**src/rtl/fir_xifu_wb.sv**
```systemverilog
`default_nettype none
// ============================================================================
// Module   : fir_xifu_wb
// Purpose  : FIR XIFU writeback stage - internal regfile write port plus a
//            small result FIFO returning one CV-X-IF result per instruction.
// Revision : 1.0 - initial release
// ============================================================================
module fir_xifu_wb #(
    parameter int NB_REGS    = 4,
    parameter int X_ID_WIDTH = 4,
    parameter int FIFO_DEPTH = 2
) (
    input  logic                       clk_i,
    input  logic                       rst_i,
    input  logic                       ex_valid_i,
    output logic                       ex_ready_o,
    input  logic [X_ID_WIDTH-1:0]      ex_id_i,
    input  logic [4:0]                 ex_rd_i,
    input  logic [31:0]                ex_result_i,
    input  logic                       ex_we_xrf_i,
    input  logic                       ex_we_int_i,
    output logic                       rf_write_o,
    output logic [$clog2(NB_REGS)-1:0] rf_rd_o,
    output logic [31:0]                rf_result_o,
    output logic                       x_result_valid_o,
    input  logic                       x_result_ready_i,
    output logic [X_ID_WIDTH-1:0]      x_result_id_o,
    output logic [31:0]                x_result_data_o,
    output logic [4:0]                 x_result_rd_o,
    output logic                       x_result_we_o,
    output logic                       busy_o
);

    localparam int c_RF_AW = $clog2(NB_REGS);
    localparam int c_PTR_W = $clog2(FIFO_DEPTH);
    localparam int c_CNT_W = c_PTR_W + 1;
    localparam int c_ENT_W = X_ID_WIDTH + 5 + 32 + 1;

    logic [c_ENT_W-1:0] r_mem [FIFO_DEPTH];
    logic [c_PTR_W-1:0] r_wptr;
    logic [c_PTR_W-1:0] r_rptr;
    logic [c_CNT_W-1:0] r_count;

    logic               r_rf_write;
    logic [c_RF_AW-1:0] r_rf_rd;
    logic [31:0]        r_rf_result;

    logic               w_full;
    logic               w_empty;
    logic               w_push;
    logic               w_pop;
    logic [c_ENT_W-1:0] w_head;

    // Full comes only from the registered count, so a pop never frees a slot
    // for a push in the same cycle and ready_i has no path to ex_ready_o.
    assign w_full  = (r_count == c_CNT_W'(FIFO_DEPTH));
    assign w_empty = (r_count == '0);
    assign w_push  = ex_valid_i & ~w_full;
    assign w_pop   = ~w_empty & x_result_ready_i;
    assign w_head  = r_mem[r_rptr];

    always_ff @(posedge clk_i) begin
        if (w_push) begin
            r_mem[r_wptr] <= {ex_id_i, ex_rd_i, ex_result_i, ex_we_xrf_i};
        end
    end

    always_ff @(posedge clk_i or posedge rst_i) begin
        if (rst_i) begin
            r_wptr  <= '0;
            r_rptr  <= '0;
            r_count <= '0;
        end else begin
            if (w_push) begin
                r_wptr <= r_wptr + c_PTR_W'(1);
            end
            if (w_pop) begin
                r_rptr <= r_rptr + c_PTR_W'(1);
            end
            case ({w_push, w_pop})
                2'b10:   r_count <= r_count + c_CNT_W'(1);
                2'b01:   r_count <= r_count - c_CNT_W'(1);
                default: r_count <= r_count;
            endcase
        end
    end

    always_ff @(posedge clk_i or posedge rst_i) begin
        if (rst_i) begin
            r_rf_write  <= 1'b0;
            r_rf_rd     <= '0;
            r_rf_result <= '0;
        end else begin
            r_rf_write <= w_push & ex_we_int_i;
            if (w_push & ex_we_int_i) begin
                r_rf_rd     <= ex_rd_i[c_RF_AW-1:0];
                r_rf_result <= ex_result_i;
            end
        end
    end

    // Result fields are forced to zero while empty so reset shows all-zero
    // outputs without needing a reset on the storage array.
    assign {x_result_id_o, x_result_rd_o, x_result_data_o, x_result_we_o} =
        w_empty ? '0 : w_head;

    assign x_result_valid_o = ~w_empty;
    assign ex_ready_o       = ~w_full;
    assign rf_write_o       = r_rf_write;
    assign rf_rd_o          = r_rf_rd;
    assign rf_result_o      = r_rf_result;
    assign busy_o           = ~w_empty | r_rf_write;

endmodule
`default_nettype wire

```
**config.mk**
```make
export PLATFORM = sky130hd
export DESIGN_NAME = fir_xifu_wb
export DESIGN_NICKNAME = d
export VERILOG_FILES = /design/src/rtl/fir_xifu_wb.sv
export SDC_FILE = /design/constraint.sdc
export NUM_CORES = 1
export LEC_CHECK = 0
export ABC_AREA = 1
export BUFFER_PORTS_ARGS = -buffer_cell sky130_fd_sc_hd__buf_2
export CORE_MARGIN = 10
export CORE_UTILIZATION = 35
export CTS_BUF_LIST = sky130_fd_sc_hd__clkbuf_4 sky130_fd_sc_hd__clkbuf_8
export DETAILED_ROUTE_END_ITERATION = 12
export GPL_ROUTABILITY_DRIVEN = 0
export SYNTH_ARGS = -nofsm -noshare
export SYNTH_HDL_FRONTEND = slang
export SYNTH_SLANG_ARGS = --single-unit
```
**constraint.sdc**
```tcl
create_clock -name clk_i -period 7.5 [get_ports clk_i]
set_input_delay 1.125 -clock clk_i [delete_from_list [all_inputs] [get_ports clk_i]]
set_output_delay 1.125 -clock clk_i [all_outputs]
set_load 0.005 [all_outputs]
```
==> results.md, run 1 <==
- Run status: completed
- Post-DR vias/cell: 4.779
- FF+latch count, synth: 123
- Core Area: 0.01388 sq mm
- Syn nets: 458
- Power density over the cells: 399.7 mW/mm^2
- Overall Power: 0.002385 W
- Largest cells by area after synthesis: sky130_fd_sc_hd__edfxtp_1 (51%), sky130_fd_sc_hd__dfrtp_1 (20%), sky130_fd_sc_hd__nand2_1 (12%), sky130_fd_sc_hd__nand4_1 (4.4%), sky130_fd_sc_hd__a21oi_1 (4.4%)
- Share of synthesized registers carrying an async set or reset: 31.71%
- Number of violations reported at the end of detailed-routing iteration 0: 234
- Total leakage power: 2.667 nW
- Share of the clock period used by the worst path: 48.45%
- Total Routing Usage GR: 12.93%
- Post-layout min period: 3.634 ns
- Layout net count: 579
- Worst IR Drop VDD: 0.1672 mV
- Count of max-cap constraint violations: 0
- Max-slew violation count: 0
- Clock Tree Buf Depth: 2
- Post-synth top flop: sky130_fd_sc_hd__edfxtp_1
- Largest area contributor in the netlist: sky130_fd_sc_hd__edfxtp_1
- Part of the total power dissipated in sequential elements: 42.2%
- List of most frequent post-synthesis cells: sky130_fd_sc_hd__nand2_1 (158), sky130_fd_sc_hd__edfxtp_1 (84), sky130_fd_sc_hd__a21oi_1 (43)
- Number of buffers created by CTS: 17
- Total of hold buffers inserted after clock tree synthesis: 0
- Internal power: 0.001546 W
- Multi-input combinational cell area: 0.001146 sq mm
- Summed negative setup slack over all endpoints: 0 ns
- Final WL: 12,490 um
- Switching fraction of total power: 35.19%
- CP peak stage delay: 0.56 ns
- Peak clock frequency supported by timing: 275.2 MHz
- Area overhead of the layout relative to synthesis: 20.67%
- Number of iterations in the first detailed-routing pass: 7
- Crit start category: flop
- Most frequent cell after synthesis: sky130_fd_sc_hd__nand2_1
- Maximum net fanout on the critical path: 44
- Remaining number of nets flagged by the antenna check after routing: 0
- Share of the synthesized area in the top cell type: 51.00%
- I/O pin cnt: 127
- Clock tree skew after final layout: 0.01149 ns
- Cell depth of the worst hold path: 2
- Total via count after detailed routing: 3,460
- Footprint of the flip-flops and latches: 0.003498 sq mm
- Slowest-stage cell, CP: sky130_fd_sc_hd__clkinv_1
- Crit end category: output port
- Number of rows in the core area: 43
- Final hold violation count: 0
- Net switching power of the design: 0.0008394 W
- H-tree level count: 4
- Distinct cell type count after synthesis: 22
- Cell with the most instances on the worst path: sky130_fd_sc_hd__buf_4
- Fraction of final layout cells with drive strength greater than 1: 31.25%
- Clock Root Buffer: sky130_fd_sc_hd__clkbuf_8
- Transition time at the pin with the least slew margin: 1.100 ns
- Relative slew margins: 26.50%
- Post-synth EDFFs: 84
- Critical path, cell by cell: buf_4 -> clkinv_1 -> buf_4 -> nand2_1 -> a21oi_1 -> buf_2
- Area of the die: 0.01929 sq mm
- Insertion delay to the later sink of the worst-skew pair: 0.43 ns
- Placed wire-length estimate: 8257 um
- Clock power frac: 24.8%
- Initial antenna violation count: 0
- Vias in the first global route: 3,554
- Antenna diode count: 0
- Worst Path Required: 6.38 ns
- Logic depth of the worst register-to-register path: 5
- Number of fill cells in the layout: 1,334
- Clock-pin slew on the worst setup and hold paths: 0.07 ns
- CTS Sinks: 123
- Number of cells produced by synthesis: 410
- Y dimension of the die: 138.9 um
- Wire length per cell: 17.25 um
- Synthesized area per cell: 12.06 sq um
- Setup Crit Path Kind: reg -> out
- Input/output buffers: 126
- Synthesized area: 0.004946 sq mm
- Width of the die: 138.9 um
- Buffers inserted by post-CTS timing repair: 0
- Global-route wire length before repair: 19,850 um
- GRT Residual Overflow: 0
- Relative contribution of combinational cells to total power: 33.0%
- TritonCTS clock tree: yes
- HP Class: reg -> reg
- Number of DRC violations after detailed routing: 0
- Resized Gates After CTS: 0
- Synth Warn #: 0
- Setup repair after global routing missed its margin: no
- Starting density of the core: 35.63%
- Pin count of the biggest net entering global routing: 46
- Worst Path Arrival: 2.51 ns
- Part of the Yosys area used for sequential elements: 70.73%
- Number of endpoints failing setup at the final stage: 0
[layer usage]
layer  vias up  wire (um)  track usage (%)  share of wire [%]
met4         0        146            4.393                1.2
met1      1669       5589            16.12                 45
met2       123       5847            20.46                 47
met5         -          0                0                  0
met3        14        909            4.486                7.3
li1       1654          -                -                  -
[final timing paths]
kind                       slack [ns]             from                to
max                              3.87           r_rptr  x_result_rd_o[0]
min                              0.47  rf_result_o[25]   rf_result_o[25]
max reg2reg                      5.16       r_count[0]      r_mem[1][39]
min reg2reg                      0.47  rf_result_o[25]   rf_result_o[25]
max in group asynchronous        6.05            rst_i   rf_result_o[27]
min in group asynchronous        0.88            rst_i        rf_write_o
[stage by stage]
| stage | hold slack (ns) | utilization [%] | setup WS (ns) | area, sq um | cells |
|---|---|---|---|---|---|
| after floorplan | 0.4650 | - | 3.962 | 4946 | 410 |
| after global placement | 0.4499 | 40.11 | 4.333 | 5568 | 692 |
| after detailed placement | 0.4557 | 40.11 | 4.262 | 5568 | 692 |
| after CTS | 0.4744 | 43.00 | 3.780 | 5968 | 724 |
| after global routing | 0.4910 | 43.00 | 3.602 | 5968 | 724 |
| final | 0.4698 | 43.00 | 3.867 | 5968 | 724 |
[sequential cells by signal (all words and copies together) (netlist names)]
register     count
r_mem           84
rf_result_o     32
r_wptr           1
rf_rd_o          2
rf_write_o       1
r_rptr           1
r_count          2
[layout by cell type, fill, tap and decap left out, types with 3 or more instances in the layout]
cell type / synthesis / layout
sky130_fd_sc_hd__nand2_1: 158 / 158
sky130_fd_sc_hd__buf_2: 9 / 126
sky130_fd_sc_hd__edfxtp_1: 84 / 84
sky130_fd_sc_hd__a21oi_1: 43 / 43
sky130_fd_sc_hd__dfrtp_1: 39 / 39
sky130_fd_sc_hd__nand4_1: 35 / 35
sky130_fd_sc_hd__clkbuf_8: 4 / 17
sky130_fd_sc_hd__inv_1: 7 / 6
sky130_fd_sc_hd__clkinv_2: 0 / 5
sky130_fd_sc_hd__buf_4: 6 / 4
sky130_fd_sc_hd__inv_2: 2 / 3
sky130_fd_sc_hd__nor2_4: 0 / 3
sky130_fd_sc_hd__bufinv_16: 0 / 3
[power by group through the flow]
| stage | clock [W] | sequential [W] | combinational [W] |
|---|---|---|---|
| after floorplan | 0 | 0.00102 | 0.000483 |
| after global placement | 0 | 0.00101 | 0.000788 |
| after detailed placement | 0 | 0.00102 | 0.000812 |
| after CTS | 0.000615 | 0.00101 | 0.000815 |
| after global routing | 0.000643 | 0.00103 | 0.000897 |
| final | 0.000591 | 0.00101 | 0.000787 |
[area by class of cell]
type / instances / area share [%]
flip-flops and latches: 123 / 58.62
multi-input cells: 249 / 19.20
repair buffers: 130 / 11.07
clock buffers: 19 / 4.172
well taps: 180 / 3.774
clock inverters: 13 / 2.537
inverters: 10 / 0.6289
[critical path: cells and delay by family, from the launching register on]
kind	cells	cell delay (ns)
AND/OR/NAND/NOR	1	0.09
flip-flops	1	0.32
AO/OA/AOI/OAI	1	0.07
buffers and inverters	4	1.59
[logic make-up after synthesis]
group           after synthesis  synth area share (%)
simple gates                203                 17.94
flops                       123                 70.73
compound gates               44                 4.452
buf+inv                      38                 6.451
xor+xnor                      1                0.1771
fa+ha+maj                     1                0.2529
Note: power is estimated with default switching activity, not from simulation.
==> run 2, diff against run 1 <==
==> constraint.sdc (replaced) <==
create_clock -name clk_i -period 3.05 [get_ports clk_i]
set_input_delay 0.4575 -clock clk_i [delete_from_list [all_inputs] [get_ports clk_i]]
set_output_delay 0.4575 -clock clk_i [all_outputs]
set_load 0.005 [all_outputs]
==> run 2 against run 1 <==
- global-route usage up 0.44 points
- final cell count increased by 0.55%
- first-iteration DRC count rose by 18%
- critical path depth decreased by 2
- routed wire length increased by 3.2%
- largest cell class unchanged
==> results.md, run 2 (synthesized netlist as in run 1, its figures left out) <==
- Transition time at the pin with the least slew margin: 0.9059 ns (-0.1940 ns)
- Clock-pin slew on the worst setup and hold paths: 0.07 ns (about the same)
- Remaining number of nets flagged by the antenna check after routing: 0 (unchanged)
- Max-slew violation count: 0 (unchanged)
- Fraction of final layout cells with drive strength greater than 1: 31.68% (+0.43 points)
- Total leakage power: 2.697 nW (+1.1%)
- Count of max-cap constraint violations: 0 (unchanged)
- Post-route worst setup slack: 0.5237 ns (-3.343 ns)
- TritonCTS clock tree: yes
- Top library cells by usage in the layout, fill and taps aside: sky130_fd_sc_hd__nand2_1 (158), sky130_fd_sc_hd__buf_2 (126), sky130_fd_sc_hd__edfxtp_1 (84)
- Placed wire-length estimate: 8491 um (+2.8%)
- Number of endpoints failing setup at the final stage: 0 (unchanged)
- Endpoint of the most critical register-to-register path: r_mem[1][5]
- Crit start category: flop
- Crit end category: output port
- Run status: completed
- Worst Path Required: 2.59 ns (-3.79 ns)
- CP top delay family: simple AND/OR/NAND/NOR gates
- Number of buffers created by CTS: 17 (unchanged)
- Worst slack at placement: 0.8255 ns (-3.437 ns)
- Buffers inserted by post-CTS timing repair: 0 (unchanged)
- Post-layout min period: 2.526 ns
- Initial antenna violation count: 0 (unchanged)
- Startpoint of the most critical register-to-register path: r_count[0]
- Number of iterations in the first detailed-routing pass: 4 (-3)
- Final hold slack: 0.2154 ns (-0.2544 ns)
- Number of rows in the core area: 43 (unchanged)
- Setup repair after global routing missed its margin: no
- Y dimension of the die: 138.9 um (unchanged)
- Total of hold buffers inserted after clock tree synthesis: 0 (unchanged)
- Layout net count: 581 (+0.35%)
- CP peak stage delay: 0.64 ns (+0.08 ns)
- Buffers and inverters on the worst path: 2 (-2)
- Largest register by flop count: r_mem
- Resized Gates After CTS: 0 (unchanged)
- Relative slew margins: 39.52% (+13 points)
- Area overhead of the layout relative to synthesis: 22.08%
- HP Class: in -> async
- Width of the die: 138.9 um (unchanged)
- Vias in the first global route: 3,645 (+2.6%)
- Clock Root Buffer: sky130_fd_sc_hd__clkbuf_8
- Final WL: 12,890 um (+3.2%)
- Worst IR Drop VDD: 0.3970 mV (+140%)
- Final hold violation count: 0 (unchanged)
- Critical path, cell by cell: nor2_4 -> buf_4 -> a21oi_1 -> buf_2
- Clock Tree Buf Depth: 2 (unchanged)
- Maximum net fanout on the critical path: 31 (-30%)
- Summed negative setup slack over all endpoints: 0 ns (unchanged)
- Global-route wire length before repair: 20,220 um (+1.8%)
- Insertion delay to the later sink of the worst-skew pair: 0.44 ns (about the same)
- Logic depth of the worst register-to-register path: 5 (unchanged)
- Starting density of the core: 35.63% (unchanged)
- Clock tree skew after final layout: 0.008857 ns (-0.002634 ns)
- Input/output buffers: 126 (unchanged)
- Number of violations reported at the end of detailed-routing iteration 0: 275 (+18%)
- Worst reg2reg setup slack: 0.85 ns (-4.31 ns)
- Core Area: 0.01388 sq mm (unchanged)
- I/O pin cnt: 127 (unchanged)
- Setup Crit Path Kind: reg -> out
- Total Routing Usage GR: 13.37% (+0.44 points)
- Peak clock frequency supported by timing: 395.8 MHz
- Post-DR vias/cell: 4.830 (+1.1%)
- Number of DRC violations after detailed routing: 0 (unchanged)
- Wire length per cell: 17.70 um (+2.6%)
- Most common library cell in the layout ignoring fill and taps: sky130_fd_sc_hd__nand2_1
- Total via count after detailed routing: 3,516 (+1.6%)
- Pin count of the biggest net entering global routing: 44 (-4.3%)
- Slowest-stage cell, CP: sky130_fd_sc_hd__nor2_4
- H-tree level count: 4 (unchanged)
- Share of the clock period used by the worst path: 82.83%
- Worst Path Arrival: 2.07 ns (-0.44 ns)
- Number of fill cells in the layout: 1,324 (-0.75%)
- CTS Sinks: 123 (unchanged)
- GRT Residual Overflow: 0 (unchanged)
- Power density over the cells: 989.7 mW/mm^2 (+150%)
- Area of the die: 0.01929 sq mm (unchanged)
- Flip-flop count of the largest register after layout: 84 (unchanged)
==> run 2: routing by layer <==
metal  share of wire (%)  routed length, um  global-route usage [%]  vias to the layer above
li1                    -                  -                       -                     1670
met1                  45               5838                   16.37                     1703
met2                  46               5963                   21.03                      126
met3                 6.9                887                   4.658                       17
met4                 1.5                198                   5.491                        0
met5                   0                  0                       0                        -
==> run 2: cell type report <==
type                    instances  area (sq um)  share of cell area, %
repair buffers                132         713.2                  11.81
flip-flops and latches        123          3498                  57.94
well taps                     180         225.2                  3.730
diodes                          2         5.005                0.08288
inverters                      10         37.54                 0.6216
clock inverters                 8         120.1                  1.989
multi-input cells             249          1146                  18.98
clock buffers                  24         292.8                  4.849
==> run 2: worst max path at each step <==
stage | endpoint | from | slack, ns | cells past startpoint
finish | x_result_data_o[0] | r_count[0] | 0.52 | 4
global route | x_result_id_o[3] | r_count[0] | 0.33 | 4
CTS | x_result_data_o[0] | r_count[1] | 0.44 | 4
detailed placement | r_mem[1][6] | r_count[0] | 0.83 | 5
global placement | r_mem[1][6] | r_count[0] | 0.87 | 5
floorplan | r_mem[0][0] | r_count[0] | 0.1 | 5
==> run 2: stage by stage <==
stage | cell area, sq um | cells | power, W | utilization, %
global placement | 5620 | 694 | 0.004536 | 40.49
finish | 6038 | 728 | 0.005976 | 43.50
detailed placement | 5620 | 694 | 0.004591 | 40.49
global route | 6033 | 726 | 0.006384 | 43.46
floorplan | 4946 | 410 | 0.003687 | -
CTS | 6033 | 726 | 0.006088 | 43.46
==> run 2: power breakdown <==
part           internal (W)  total, W  switching, W
registers           0.00229   0.00248      0.000194
logic              0.000745   0.00201       0.00127
clock network      0.000879   0.00148      0.000601
total               0.00391   0.00598       0.00206
==> run 3, diff against run 2 <==
==> constraint.sdc (replaced) <==
create_clock -name clk_i -period 2.65 [get_ports clk_i]
set_input_delay 0.3975 -clock clk_i [delete_from_list [all_inputs] [get_ports clk_i]]
set_output_delay 0.3975 -clock clk_i [all_outputs]
set_load 0.005 [all_outputs]
==> run 3 against run 2 <==
- critical path depth increased by 1
- total power grew 17%
- setup slack worse by 0.16 ns
- sequential power increased by 15%
- hold slack worse by 0.058 ns
- first-iteration DRC count fell by 13%
- core utilization grew 0.27 points
- die area unchanged
- sequential share of layout area down 0.36 points
==> results.md, run 3 (synthesized netlist as in run 1, its figures left out) <==
- Run status: completed
- Relative slew margins: 36.91% (-2.6 points)
- CTS Sinks: 123 (unchanged)
- Clock Tree Buf Depth: 2 (unchanged)
- Part of the total power dissipated in sequential elements: 40.9% (-0.7 points)
- Internal power: 0.004570 W (+17%)
- Number of iterations in the first detailed-routing pass: 4 (unchanged)
- Width of the die: 138.9 um (unchanged)
- H-tree level count: 4 (unchanged)
- Total via count after detailed routing: 3,516 (unchanged)
- GRT Residual Overflow: 0 (unchanged)
- Net switching power of the design: 0.002399 W (+16%)
- Number of DRC violations after detailed routing: 0 (unchanged)
- Pin count of the biggest net entering global routing: 44 (unchanged)
- Starting density of the core: 35.63% (unchanged)
- I/O pin cnt: 127 (unchanged)
- Crit end category: output port
- Post-layout min period: 2.285 ns
- Total leakage power: 2.706 nW (+0.33%)
- Clock tree skew after final layout: 0.009888 ns (+0.001031 ns)
- Top library cells by usage in the layout, fill and taps aside: sky130_fd_sc_hd__nand2_1 (158), sky130_fd_sc_hd__buf_2 (126), sky130_fd_sc_hd__edfxtp_1 (84)
- Count of max-cap constraint violations: 0 (unchanged)
- Total of hold buffers inserted after clock tree synthesis: 0 (unchanged)
- Wire length per cell: 17.26 um (-2.5%)
- Vias in the first global route: 3,622 (-0.63%)
- Transition time at the pin with the least slew margin: 0.9450 ns (+0.03910 ns)
- Final core utilization: 43.77% (+0.27 points)
- Buffers and inverters on the worst path: 3 (+1)
- Fraction of final layout cells with drive strength greater than 1: 32.00% (+0.32 points)
- Number of rows in the core area: 43 (unchanged)
- Clock-pin slew on the worst setup and hold paths: 0.07 ns (about the same)
- Worst Path Arrival: 1.89 ns (-0.18 ns)
- Flip-flop count of the largest register after layout: 84 (unchanged)
- Placed wire-length estimate: 8306 um (-2.2%)
- Cells after DPL: 698 (+0.58%)
- Worst IR Drop VDD: 0.4718 mV (+19%)
- Footprint of the flip-flops and latches: 0.003498 sq mm (unchanged)
- HP Class: in -> reg
- Clock Root Buffer: sky130_fd_sc_hd__clkbuf_8
- Multi-input combinational cell area: 0.001146 sq mm (unchanged)
- Power density over the cells: 1147 mW/mm^2 (+16%)
- Core Area: 0.01388 sq mm (unchanged)
- Most common library cell in the layout ignoring fill and taps: sky130_fd_sc_hd__nand2_1
- Setup repair after global routing missed its margin: no
- Y dimension of the die: 138.9 um (unchanged)
- Input/output buffers: 126 (unchanged)
- Post-DR vias/cell: 4.816 (-0.27%)
- Layout net count: 585 (+0.69%)
- Number of fill cells in the layout: 1,315 (-0.68%)
- Summed negative setup slack over all endpoints: 0 ns (unchanged)
- Setup Crit Path Kind: reg -> out
- Worst reg2reg setup slack: 0.75 ns (-0.10 ns)
- Insertion delay to the later sink of the worst-skew pair: 0.43 ns (about the same)
- Area of the die: 0.01929 sq mm (unchanged)
- Crit start category: flop
- Antenna diode count: 0 (-2)
- CP peak stage delay: 0.42 ns (-0.22 ns)
- CP top delay family: buffers and inverters
- Share of the clock period used by the worst path: 86.24%
- Final WL: 12,600 um (-2.3%)
- Slowest-stage cell, CP: sky130_fd_sc_hd__clkinvlp_4
- Global-route wire length before repair: 19,580 um (-3.1%)
- TritonCTS clock tree: yes
- Switching fraction of total power: 34.43% (-0.090 points)
- Max-slew violation count: 0 (unchanged)
- Number of buffers created by CTS: 17 (unchanged)
- Remaining number of nets flagged by the antenna check after routing: 0 (unchanged)
- Number of violations reported at the end of detailed-routing iteration 0: 240 (-13%)
- Total Routing Usage GR: 12.86% (-0.51 points)
- Largest register by flop count: r_mem
- Layout Cells excl Fill: 730 (+0.27%)
- Critical path, cell by cell: clkinvlp_4 -> buf_4 -> nand2_1 -> a21oi_1 -> buf_2
- Clock power frac: 25.7% (+0.9 points)
- Initial antenna violation count: 0 (unchanged)
- Area overhead of the layout relative to synthesis: 22.84%
- Maximum net fanout on the critical path: 23 (-26%)
- Final hold violation count: 0 (unchanged)
- Peak clock frequency supported by timing: 437.5 MHz
- Worst Path Required: 2.25 ns (-0.34 ns)
- Number of endpoints failing setup at the final stage: 0 (unchanged)
- Relative contribution of combinational cells to total power: 33.4% (-0.3 points)
run 3: cell count changes in the layout (fill, tap and decap cells not counted), moves of 2 or more:
cell	previous run	this run
sky130_fd_sc_hd__buf_4	3	8
sky130_fd_sc_hd__clkinvlp_4	2	5
sky130_fd_sc_hd__clkbuf_4	6	2
sky130_fd_sc_hd__diode_2	2	0
sky130_fd_sc_hd__clkinv_2	3	1
run 3: power by group through the flow:
| stage | sequential, W | combinational [W] | clock (W) |
|---|---|---|---|
| 2_1_floorplan | 0.00287 | 0.00137 | 0 |
| 3_3_place_gp | 0.00286 | 0.00234 | 0 |
| 3_5_place_dp | 0.00288 | 0.00240 | 0 |
| 4_1_cts | 0.00285 | 0.00241 | 0.00184 |
| 5_1_grt | 0.00290 | 0.00263 | 0.00192 |
| 6_report | 0.00285 | 0.00233 | 0.00179 |
run 3: path summary, 6_finish.rpt:
path	startpoint	endpoint	depth (start not counted)
max	r_rptr	x_result_data_o[22]	5
max in group asynchronous	rst_i	rf_result_o[17]	2
min	ex_id_i[3]	r_mem[1][41]	1
min reg2reg	rf_result_o[23]	rf_result_o[23]	2
min in group asynchronous	rst_i	rf_write_o	2
max reg2reg	r_count[0]	rf_rd_o[0]	6
run 3: per-layer routing:
layer / up-vias / routed length [um] / GRT usage, %
met5: - / 0 / 0
met4: 0 / 161 / 5.162
met3: 14 / 848 / 5.000
met2: 123 / 5906 / 20.36
met1: 1711 / 5680 / 15.36
li1: 1668 / - / -
run 3: repair_timing:
| action | CTS | global route |
|---|---|---|
| resized for setup | 0 | 1 |
| setup endpoints to repair | 0 | 22 |
| buffers inserted | 0 | 0 |
run 3: cell type report:
cell class,count,share of cell area (%)
Sequential cell,123,57.58
Multi-Input combinational cell,249,18.86
Timing Repair Buffer,136,12.03
Clock buffer,20,4.325
Tap cell,180,3.707
Clock inverter,12,2.821
Inverter,10,0.6796
run 3: worst register-to-register path: stages, from the launching register on:
cell and delay [ns]:
sky130_fd_sc_hd__dfrtp_1 0.47, sky130_fd_sc_hd__inv_2 0.08, sky130_fd_sc_hd__nand2_4 0.08, sky130_fd_sc_hd__buf_4 0.39, sky130_fd_sc_hd__nand3_4 0.49, sky130_fd_sc_hd__nand2_1 0.21, sky130_fd_sc_hd__nand2_1 0.07
run 3: per-stage QoR:
step	cell area [sq um]	setup slack [ns]	hold WS [ns]	total power [W]
after floorplan	4949	0.3966	0.4650	0.004242
after global placement	5638	0.5675	0.4508	0.005208
after detailed placement	5638	0.5043	0.4561	0.005285
after CTS	6072	0.007900	0.1171	0.007103
after global routing	6076	0.1745	0.1141	0.007452
final	6076	0.3645	0.1573	0.006969
